## src/rtl/cond_eval_unit.sv

```systemverilog
// cond_eval_unit: ARM condition evaluator with architectural flag register and in-flight flag-write scoreboard.
// Optional COND_FLAG_FWD_EN: evaluate straight from the committing ALU flag vector when it is the last outstanding write.
module cond_eval_unit #(
    parameter int         PENDING_MAX = 3,
    parameter logic [7:0] RESET_FLAGS = 8'h00,
    localparam int        CW          = $clog2(PENDING_MAX + 1)
) (
    input  logic          clk,
    input  logic          rst_n,
    input  logic          flag_issue,
    output logic          issue_ready,
    input  logic          flag_wr_en,
    input  logic [7:0]    flag_wr_data,
    input  logic          cond_valid,
    input  logic [3:0]    cond_code,
    output logic          cond_ready,
    output logic          res_valid,
    output logic          res_pass,
    output logic          res_err,
    input  logic          res_ready,
    input  logic          flush,
    output logic [7:0]    flags_q,
    output logic [CW-1:0] pending_cnt,
    output logic          underflow_err
);
    typedef enum logic [1:0] {IDLE, WAIT, RESP} state_t;

    state_t        state, state_nx;
    logic [3:0]    code_q, code_nx, eval_code;
    logic [CW-1:0] cnt_nx;
    logic          fwd, ld_res, pass_nx, err_nx;

    // Result is {pass, err}; carry-based codes and NV cannot be evaluated on this flag set
    function automatic logic [1:0] cond_eval(input logic [3:0] c, input logic [7:0] f);
        case (c)
            4'b0000: return {f[6], 1'b0};
            4'b0001: return {!f[6], 1'b0};
            4'b0100: return {f[7], 1'b0};
            4'b0101: return {!f[7], 1'b0};
            4'b0110: return {f[4], 1'b0};
            4'b0111: return {!f[4], 1'b0};
            4'b1010: return {f[3], 1'b0};
            4'b1011: return {f[2], 1'b0};
            4'b1100: return {f[1], 1'b0};
            4'b1101: return {f[0], 1'b0};
            4'b1110: return 2'b10;
            default: return 2'b01;
        endcase
    endfunction

    assign issue_ready = (pending_cnt < CW'(PENDING_MAX)) || flag_wr_en;
    assign cond_ready  = (state == IDLE);
    assign res_valid   = (state == RESP);

`ifdef COND_FLAG_FWD_EN
    assign fwd = (pending_cnt == CW'(1)) && flag_wr_en && !flag_issue;
`else
    assign fwd = 1'b0;
`endif

    assign {pass_nx, err_nx} = cond_eval(eval_code, fwd ? flag_wr_data : flags_q);

    // Scoreboard next value: a same-cycle issue and commit cancel out
    always_comb begin
        cnt_nx = pending_cnt;
        if (flag_issue && !flag_wr_en && issue_ready)
            cnt_nx = pending_cnt + 1'b1;
        else if (flag_wr_en && !flag_issue && pending_cnt != '0)
            cnt_nx = pending_cnt - 1'b1;
    end

    // Flag register, in-flight counter and sticky underflow indicator
    always_ff @(posedge clk or negedge rst_n) begin
        if (!rst_n) begin
            flags_q       <= RESET_FLAGS;
            pending_cnt   <= '0;
            underflow_err <= 1'b0;
        end else begin
            if (flag_wr_en)
                flags_q <= flag_wr_data;
            if (flag_wr_en && pending_cnt == '0)
                underflow_err <= 1'b1;
            pending_cnt <= cnt_nx;
        end
    end

    // Request FSM next state; an issue in the accept cycle counts as older, and flush wins over everything
    always_comb begin
        state_nx  = state;
        code_nx   = code_q;
        eval_code = code_q;
        ld_res    = 1'b0;
        case (state)
            IDLE: if (cond_valid) begin
                eval_code = cond_code;
                code_nx   = cond_code;
                if (fwd || (pending_cnt == '0 && !flag_issue)) begin
                    state_nx = RESP;
                    ld_res   = 1'b1;
                end else begin
                    state_nx = WAIT;
                end
            end
            WAIT: if (fwd || pending_cnt == '0) begin
                state_nx = RESP;
                ld_res   = 1'b1;
            end
            RESP: if (res_ready)
                state_nx = IDLE;
            default: state_nx = IDLE;
        endcase
        if (flush) begin
            state_nx = IDLE;
            ld_res   = 1'b0;
        end
    end

    // Request FSM state, latched condition and registered result held stable through RESP
    always_ff @(posedge clk or negedge rst_n) begin
        if (!rst_n) begin
            state    <= IDLE;
            code_q   <= '0;
            res_pass <= 1'b0;
            res_err  <= 1'b0;
        end else begin
            state  <= state_nx;
            code_q <= code_nx;
            if (ld_res) begin
                res_pass <= pass_nx;
                res_err  <= err_nx;
            end
        end
    end
endmodule

```

## config.mk

```make
export PLATFORM = sky130hd
export DESIGN_NAME = cond_eval_unit
export DESIGN_NICKNAME = d
export VERILOG_FILES = /design/src/rtl/cond_eval_unit.sv
export SDC_FILE = /design/constraint.sdc
export NUM_CORES = 1
export LEC_CHECK = 0
export ABC_AREA = 1
export CAP_MARGIN = 20
export CELL_PAD_IN_SITES_DETAIL_PLACEMENT = 0
export CELL_PAD_IN_SITES_GLOBAL_PLACEMENT = 1
export CORE_MARGIN = 8
export CORE_UTILIZATION = 36
export CTS_BUF_LIST = sky130_fd_sc_hd__clkbuf_4 sky130_fd_sc_hd__clkbuf_8
export DETAILED_ROUTE_END_ITERATION = 16
export PLACE_DENSITY_LB_ADDON = 0.3
export REMOVE_ABC_BUFFERS = 1
export SKIP_CTS_REPAIR_TIMING = 1
export SYNTH_ARGS = -nofsm -noshare
export SYNTH_HDL_FRONTEND = slang
export SYNTH_SLANG_ARGS = --single-unit
```

## constraint.sdc

```tcl
create_clock -name clk -period 3 [get_ports clk]
set_input_delay 0.6 -clock clk [delete_from_list [all_inputs] [get_ports clk]]
set_output_delay 0.6 -clock clk [all_outputs]
set_load 0.005 [all_outputs]
```

Word-level counts from Yosys, hierarchy flattened
Cells that the tools add are included.
{"block": "classes", "add_sub_neg": 2, "eq_ne": 15, "n_reduce_logical": 18, "mux": 16, "n_lt_le_gt_ge": 1}
{"cell": "$pmux W2 S11", "n": 1}
{"cell": "$eq A4 B4 Y1 const B", "n": 5}
{"cell": "$eq A4 B3 Y1 const B", "n": 4}
{"cell": "$mux W2", "n": 7}
{"cell": "$mux W4", "n": 2}
{"cell": "$logic_and A1 B1 Y1", "n": 6}
{"cell": "$pmux W2 S3", "n": 1}
{"cell": "$logic_not A1 Y1", "n": 5}
{"cell": "$eq A4 B1 Y1 const B", "n": 1}
{"cell": "$logic_not A2 Y1", "n": 2}
{"cell": "$logic_not A4 Y1", "n": 1}
{"cell": "$mux W1", "n": 4}
{"cell": "$reduce_bool A2 Y1", "n": 2}
{"cell": "$ne A3 B1 Y1 const B", "n": 1}
{"cell": "$ne A3 B2 Y1 const B", "n": 1}
{"cell": "$ne A3 B3 Y1 const B", "n": 1}
{"cell": "$reduce_and A3 Y1", "n": 1}
{"cell": "$add A2 B1 Y2 const B", "n": 1}
{"cell": "$eq A2 B1 Y1 const B", "n": 1}
{"cell": "$eq A2 B2 Y1 const B", "n": 1}
{"cell": "$lt A2 B2 Y1 const B", "n": 1}
{"cell": "$pmux W1 S2", "n": 1}
{"cell": "$sub A2 B1 Y2 const B", "n": 1}
{"cell": "$logic_or A1 B1 Y1", "n": 1}
{"block": "word_totals", "ff_bits": 19, "inputBits": 19, "word_cells": 59, "out_inout_bits": 16}

Depth between registers and ports, before layout
Gate-level depths: netlist of run 1.
{"block": "depth", "depth_word": 6, "mapped_depth": 12, "ltp_nobuf": 12}

Worst setup path after synthesis of run 1
Ideal clock, no wire load.
{"block": "synth_timing", "path_type": "input to register", "start": "input port cond_valid", "end": "register res_pass", "n_path_buf": 1, "setup_time_ps": 116, "arrival_ps": 1463, "path_stages": 12, "required_ps": 2884, "path_slack_ps": 1421, "path_cell_list": "buf_4 -> nand2_2 -> nand2_2 -> nand2_4 -> nand2_2 -> nand2_1 -> nand3_1 -> nand2_1 -> nor2_1 -> nand2_1 -> nand2_1 -> nand2_1"}
{"block": "synth_between", "elab_chain_cells": 4, "elab_cells_between_ends": 17, "classes_between": "eq/ne: 10; mux: 6; reduce/logical: 1"}
{"element": "start: declaration", "line": "14", "rtl": "input logic cond_valid,"}
{"element": "$mux W4 (2 in series)"}
{"element": "$eq A4 B4 Y1, or another cell as far along", "line": "35", "rtl": "case (c)"}
{"element": "$pmux W2 S11", "line": "35"}
{"element": "end signal: assignment", "line": "129", "rtl": "res_pass <= pass_nx;"}
{"element": "end: declaration", "line": "18", "rtl": "output logic res_pass,"}
Parallel ways exist; a longest one is shown, timed or not.
A chain may end at the register's enable or synchronous reset.

Worst setup path in the final report of run 1
{"block": "layout_timing", "start": "input port flag_wr_en", "end": "output port issue_ready"}
{"block": "layout_between", "elab_chain_cells": 1}
{"element": "start: declaration", "line": "12", "rtl": "input logic flag_wr_en,"}
{"element": "$logic_or A1 B1 Y1", "line": "51", "rtl": "assign issue_ready = (pending_cnt < CW'(PENDING_MAX)) || flag_wr_en;"}
{"element": "end: declaration", "line": "11", "rtl": "output logic issue_ready,"}
Every way passes these cells.

==> results of run 1 <==
==> path summary, 6_finish.rpt <==
path / startpoint / endpoint / slack, ns
max: flag_wr_en / issue_ready / 0.60
min: underflow_err / underflow_err / 0.46
max reg2reg: state[1] / res_pass / 1.08
min reg2reg: underflow_err / underflow_err / 0.46
max in group asynchronous: rst_n / code_q[1] / 1.69
min in group asynchronous: rst_n / underflow_err / 0.78
==> sequential cells by signal (all words and copies together) (netlist names) <==
register and cells:
code_q 4, flags_q 8, pending_cnt 2, res_err 1, res_pass 1, state 2
underflow_err 1
==> layout make-up <==
| class | instances | area [sq um] | area share |
|---|---|---|---|
| flip-flops and latches | 19 | 475 | 0.319 |
| multi-input cells | 106 | 541 | 0.362 |
| repair buffers | 35 | 348 | 0.233 |
| clock buffers | 3 | 22.5 | 0.0151 |
| well taps | 33 | 41.3 | 0.0277 |
| clock inverters | 1 | 5.00 | 0.00335 |
| inverters | 16 | 60.1 | 0.0402 |
==> cell families after synthesis <==
family / Yosys count / share of synthesized area
XOR/XNOR: 1 / 0.00797
AND/OR/NAND/NOR: 89 / 0.404
buffers and inverters: 19 / 0.0752
flip-flops: 19 / 0.433
AO/OA/AOI/OAI: 16 / 0.0797
==> layout by cell type (no fill, tap or decap), drive strengths merged <==
| master | netlist | routed |
|---|---|---|
| clkbuf | 1 | 3 |
| inv | 16 | 16 |
| buf | 2 | 1 |
| nor3b | 1 | 1 |
| o31ai | 1 | 1 |
| clkdlybuf4s50 | 0 | 34 |
| nor3 | 1 | 1 |
| a21oi | 2 | 2 |
| xor2 | 1 | 1 |
| o21ai | 11 | 11 |
| clkinv | 0 | 1 |
| o21bai | 1 | 1 |
| nor2 | 11 | 11 |
| dfrtp | 19 | 19 |
| nand2 | 56 | 56 |
| nand3b | 3 | 3 |
| nand3 | 14 | 14 |
| nand4 | 3 | 3 |
| a21o | 1 | 1 |
==> power breakdown <==
group | leakage (uW) | total (uW) | internal (uW) | switching [uW]
Sequential | 0.000229 | 383 | 328 | 55.1
Combinational | 0.000489 | 542 | 239 | 303
Clock | 0.0000177 | 129 | 49.5 | 79.6
==> per-stage QoR <==
stage	power [uW]	area (sq um)	utilization	setup WS (ns)	instances
5_1_grt	1160	1490	0.501	0.506	213
3_5_place_dp	937	1470	0.492	0.585	209
2_1_floorplan	726	1080	-	1.33	141
4_1_cts	1070	1490	0.501	0.585	213
6_report	1050	1490	0.501	0.602	213
3_3_place_gp	933	1470	0.492	0.586	209
==> synth_stat cells (all sizes together) <==
library cell and n:
inv 16, a21o 1, nand3b 3, xor2 1, nand2 56, nand3 14, nand4 3, nor3b 1
buf 2, nor2 11, nor3 1, o31ai 1, o21ai 11, clkbuf 1, o21bai 1, a21oi 2
dfrtp 19
==> per-layer routing <==
layer  part of all wire  GRT usage  vias to the layer above
met5                  0          0                        -
li1                   -          -                      529
met2               0.48      0.190                       22
met4             0.0067     0.0416                        0
met3              0.079     0.0349                        2
met1               0.43      0.115                      423
==> worst max-delay path, stage by stage <==
cell and delay, ns:
clkdlybuf4s50_1 0.47, inv_1 0.11, nand3_1 0.11, clkdlybuf4s50_1 0.51
==> flow_metrics.py, run 1 <==
metrics = {
    "global_route": {
        "grt_max_degree": 20,
        "antenna_found_initial": 0,
        "grt_pass1_vias": 1038,
        "grt_pass1_wl_mm": 4.51,
        "gr-total-overflow": 0,
        "grt_usage": 0.107,
    },
    "finish": {
        "syn_to_final_growth_pct": 35.9,
        "fillCellCount": 280,
        "drive_gt1_frac": 0.139,
        "layout.nets": 200,
        "insertedDiodeCount": 0,
    },
    "detailed_routing": {
        "drtAntennaViolNets": 0,
        "drt_iter0_drc": 25,
        "via_count": 976,
        "totalWireLength_mm": 2.52,
        "vias_per_cell": 4.58,
        "remaining_drc_errors": 0,
        "first_pass_iters": 4,
        "avgRoutedWirePerCell_um": 11.8,
    },
    "sta": {
        "hold_ws_ns": 0.465,
        "relSlewSlack": 0.432,
        "worstMarginPinSlew_ns": 0.850,
        "finalSetupViolations": 0,
        "drv_slew": 0,
        "period_minus_slack_ns": 2.40,
        "rsz0062_at_grt": "false",
        "final.setup.tns_ns": 0,
        "skew_ns": 0.00358,
        "min_period_over_period": 0.799,
        "fmax_mhz": 417,
        "hold_violations": 0,
    },
    "die": {
        "ios": 35,
        "placementRows": 20,
        "die_w_um": 71.2,
        "die_h_um": 71.2,
        "coreArea_sq_mm": 0.00298,
        "start_util": 0.369,
        "die-area_sq_mm": 0.00508,
    },
    "yosys": {
        "synth_top_area_cell": "dfrtp_1",
        "yosys.area.top_type_share": 0.433,
        "syn-cell-area_sq_mm": 0.00110,
        "ys_types": 23,
        "synthTopCellsByArea": "dfrtp_1 (43%), nand2_1 (15%), nand2_2 (5.7%)",
        "yosysSeqAreaShare": 0.433,
        "synth_seq_cells": 19,
        "post_synth.cell_area_avg_sq_um": 7.63,
        "synth_warnings": 0,
        "synth_cells": 144,
    },
    "hold_path": {
        "min_path_cells": 1,
        "hp-class": "reg -> reg",
    },
    "critical_path": {
        "rr_worst_depth": 12,
        "startpoint_type": "input pin",
        "crit_required_ns": 2.40,
        "worstSetupEndpointType": "output port",
        "cp_data_arrival_time_ns": 1.80,
        "cp_max_fo": 7,
        "criticalPathCategory": "in -> out",
    },
    "clocking": {
        "htree_levels": 1,
        "cts-root-buf": "clkbuf_4",
        "cts_sinks": 19,
        "cts_buffer_depth": 2,
        "cts_inserted_buffers": 3,
        "cts_tree": "built",
        "worst_skew_pair.late_latency_ns": 0.29,
        "cts.clk_slew.worst_paths_ns": 0.11,
    },
    "run_status": {
        "status": "complete, no violations",
    },
    "placed_design": {
        "routabilityCongestion": 0.827,
        "io_buffers": 34,
        "hpwl_mm": 2.05,
    },
    "run": {
        "maxCapViolCount": 0,
    },
    "pwr": {
        "p_leak_uw": 0.000736,
        "peakVddDrop_v": 0.000324,
        "power.density_mw_per_mm2": 706,
    },
}
No activity file was read; power rests on OpenSTA's default activity.
==> inputs of run 2 (changes only) <==
--- a/config.mk
+++ b/config.mk
@@ -10,7 +10,7 @@
 export CELL_PAD_IN_SITES_DETAIL_PLACEMENT = 0
 export CELL_PAD_IN_SITES_GLOBAL_PLACEMENT = 1
 export CORE_MARGIN = 8
-export CORE_UTILIZATION = 36
+export CORE_UTILIZATION = 30
 export CTS_BUF_LIST = sky130_fd_sc_hd__clkbuf_4 sky130_fd_sc_hd__clkbuf_8
 export DETAILED_ROUTE_END_ITERATION = 16
 export PLACE_DENSITY_LB_ADDON = 0.3
==> constraint.sdc (replaced) <==
create_clock -name clk -period 1.9 [get_ports clk]
set_input_delay 0.38 -clock clk [delete_from_list [all_inputs] [get_ports clk]]
set_output_delay 0.38 -clock clk [all_outputs]
set_load 0.005 [all_outputs]
==> flow_metrics.py, run 2 (same netlist as run 1, synthesis figures left out) <==
metrics = {
    "clocking": {
        "worst_skew_pair.late_latency_ns": 0.30,
        "cts_buffer_depth": 2,
        "cts-root-buf": "clkbuf_4",
        "htree_levels": 1,
        "cts.clk_slew.worst_paths_ns": 0.11,
        "cts_inserted_buffers": 3,
        "cts_sinks": 19,
        "cts_tree": "built",
    },
    "sta": {
        "min_period_over_period": 0.961,
        "finalSetupViolations": 0,
        "final.setup.tns_ns": 0,
        "fmax_mhz": 548,
        "rsz0062_at_grt": "false",
        "period_minus_slack_ns": 1.83,
        "skew_ns": 0.00119,
        "hold_ws_ns": 0.399,
        "hold_violations": 0,
        "drv_slew": 0,
        "worstMarginPinSlew_ns": 0.270,
        "relSlewSlack": 0.820,
    },
    "finish": {
        "largest_reg_flops": 8,
        "final-instance-count-excl-fill": 234,
        "mostFrequentLayoutCells": "nand2_1 (44), clkdlybuf4s50_1 (33), dfrtp_1 (17)",
        "layout_commonest_cell": "nand2_1",
        "regMostFlops": "flags_q",
        "drive_gt1_frac": 0.177,
        "postLayoutCoreUtil": 0.438,
        "insertedDiodeCount": 0,
        "layout.nets": 206,
        "reg_top3": "flags_q: 8 flops, code_q: 4 flops",
        "syn_to_final_growth_pct": 42.8,
    },
    "critical_path": {
        "crit_path_max_incr_delay_ns": 0.52,
        "criticalPathCategory": "reg -> out",
        "startpoint_type": "register",
        "path_cells": "inv_1 -> nor2_1 -> clkdlybuf4s50_1",
        "crit_family": "buffers and inverters",
        "worstSetupEndpointType": "output port",
        "crit_required_ns": 1.52,
        "path_buf_inv": 2,
        "crit_path_top_delay_cell": "clkdlybuf4s50_1",
        "cp_max_fo": 4,
        "cp_data_arrival_time_ns": 1.45,
    },
    "detailed_routing": {
        "wl_met1_mm": 1.35,
        "avgRoutedWirePerCell_um": 12.2,
        "drt_iter0_drc": 22,
        "via_count": 1020,
        "wl_met3_um": 152,
        "totalWireLength_mm": 2.85,
        "remaining_drc_errors": 0,
        "drtAntennaViolNets": 0,
        "vias_per_cell": 4.36,
        "route.met2.wl_mm": 1.33,
        "first_pass_iters": 4,
        "dr.max_layer_used": "met4",
    },
    "pwr": {
        "p_total_uw": 1760,
        "power.density_mw_per_mm2": 1120,
        "peakVddDrop_v": 0.000464,
        "p_leak_uw": 0.000766,
    },
    "global_route": {
        "antenna_found_initial": 0,
        "grt_pass1_vias": 1077,
        "grt_usage": 0.102,
        "grt_max_degree": 20,
        "grt_pass1_wl_mm": 4.98,
        "gr-total-overflow": 0,
    },
    "die": {
        "ios": 35,
        "die-area_sq_mm": 0.00585,
        "placementRows": 22,
        "start_util": 0.307,
        "die_w_um": 76.5,
        "coreArea_sq_mm": 0.00358,
        "die_h_um": 76.5,
    },
    "run": {
        "maxCapViolCount": 0,
    },
    "placed_design": {
        "placed_cells": 230,
        "io_buffers": 34,
        "hpwl_mm": 2.28,
        "routabilityCongestion": 0.808,
    },
    "hold_path": {
        "hp-class": "in -> async",
    },
    "run_status": {
        "status": "complete, no violations",
    },
}
## run 2: through the flow
step | worst slack, ns | area [sq um]
floorplan | 0.226 | 1080
global placement | -0.0244 | 1530
detailed placement | -0.0242 | 1530
CTS | -0.0248 | 1560
global route | 0.00590 | 1570
finish | 0.0749 | 1570
## run 2: worst register-to-register path, cell delays in order, from the launching register on
cell,delay (ns)
dfrtp_2,0.46
nor2_4,0.15
nand2_2,0.16
nand2_2,0.11
nand2_4,0.09
nand2_2,0.10
nand2_1,0.05
nand3_1,0.06
nand2_1,0.05
nor2_1,0.09
nand2_1,0.06
nand2_1,0.06
nand2_1,0.05
## run 2: layout make-up
cell class,instances,area [sq um]
tap,48,60.1
inverter,16,60.1
clock buffer,4,30.0
multi-input combinational,106,546
timing repair buffer,41,395
fill,386,2010
sequential,19,478
## run 2: worst paths after layout
| kind | cells after the start | slack [ns] | endpoint | startpoint |
|---|---|---|---|---|
| worst max-delay path | 3 | 0.07 | res_valid | state[1] |
| worst min-delay path | 2 | 0.40 | underflow_err | rst_n |
| worst max register to register | 12 | 0.31 | res_pass | state[1] |
| worst min register to register | 1 | 0.46 | underflow_err | underflow_err |
| max in group asynchronous | 2 | 1.28 | state[1] | rst_n |
| min in group clk | 1 | 0.46 | underflow_err | underflow_err |
## run 2: report_power, final
group	internal [uW]	switching [uW]	leakage (uW)
Clock	96.0	126	0.0000184
Combinational	416	503	0.000522
Sequential	521	95.2	0.000226
## run 2: routing by layer
layer  up-vias  global-route usage
met4         0              0.0231
met1       453               0.123
met5         -                   0
li1        544                   -
met3         2              0.0425
met2        21               0.163
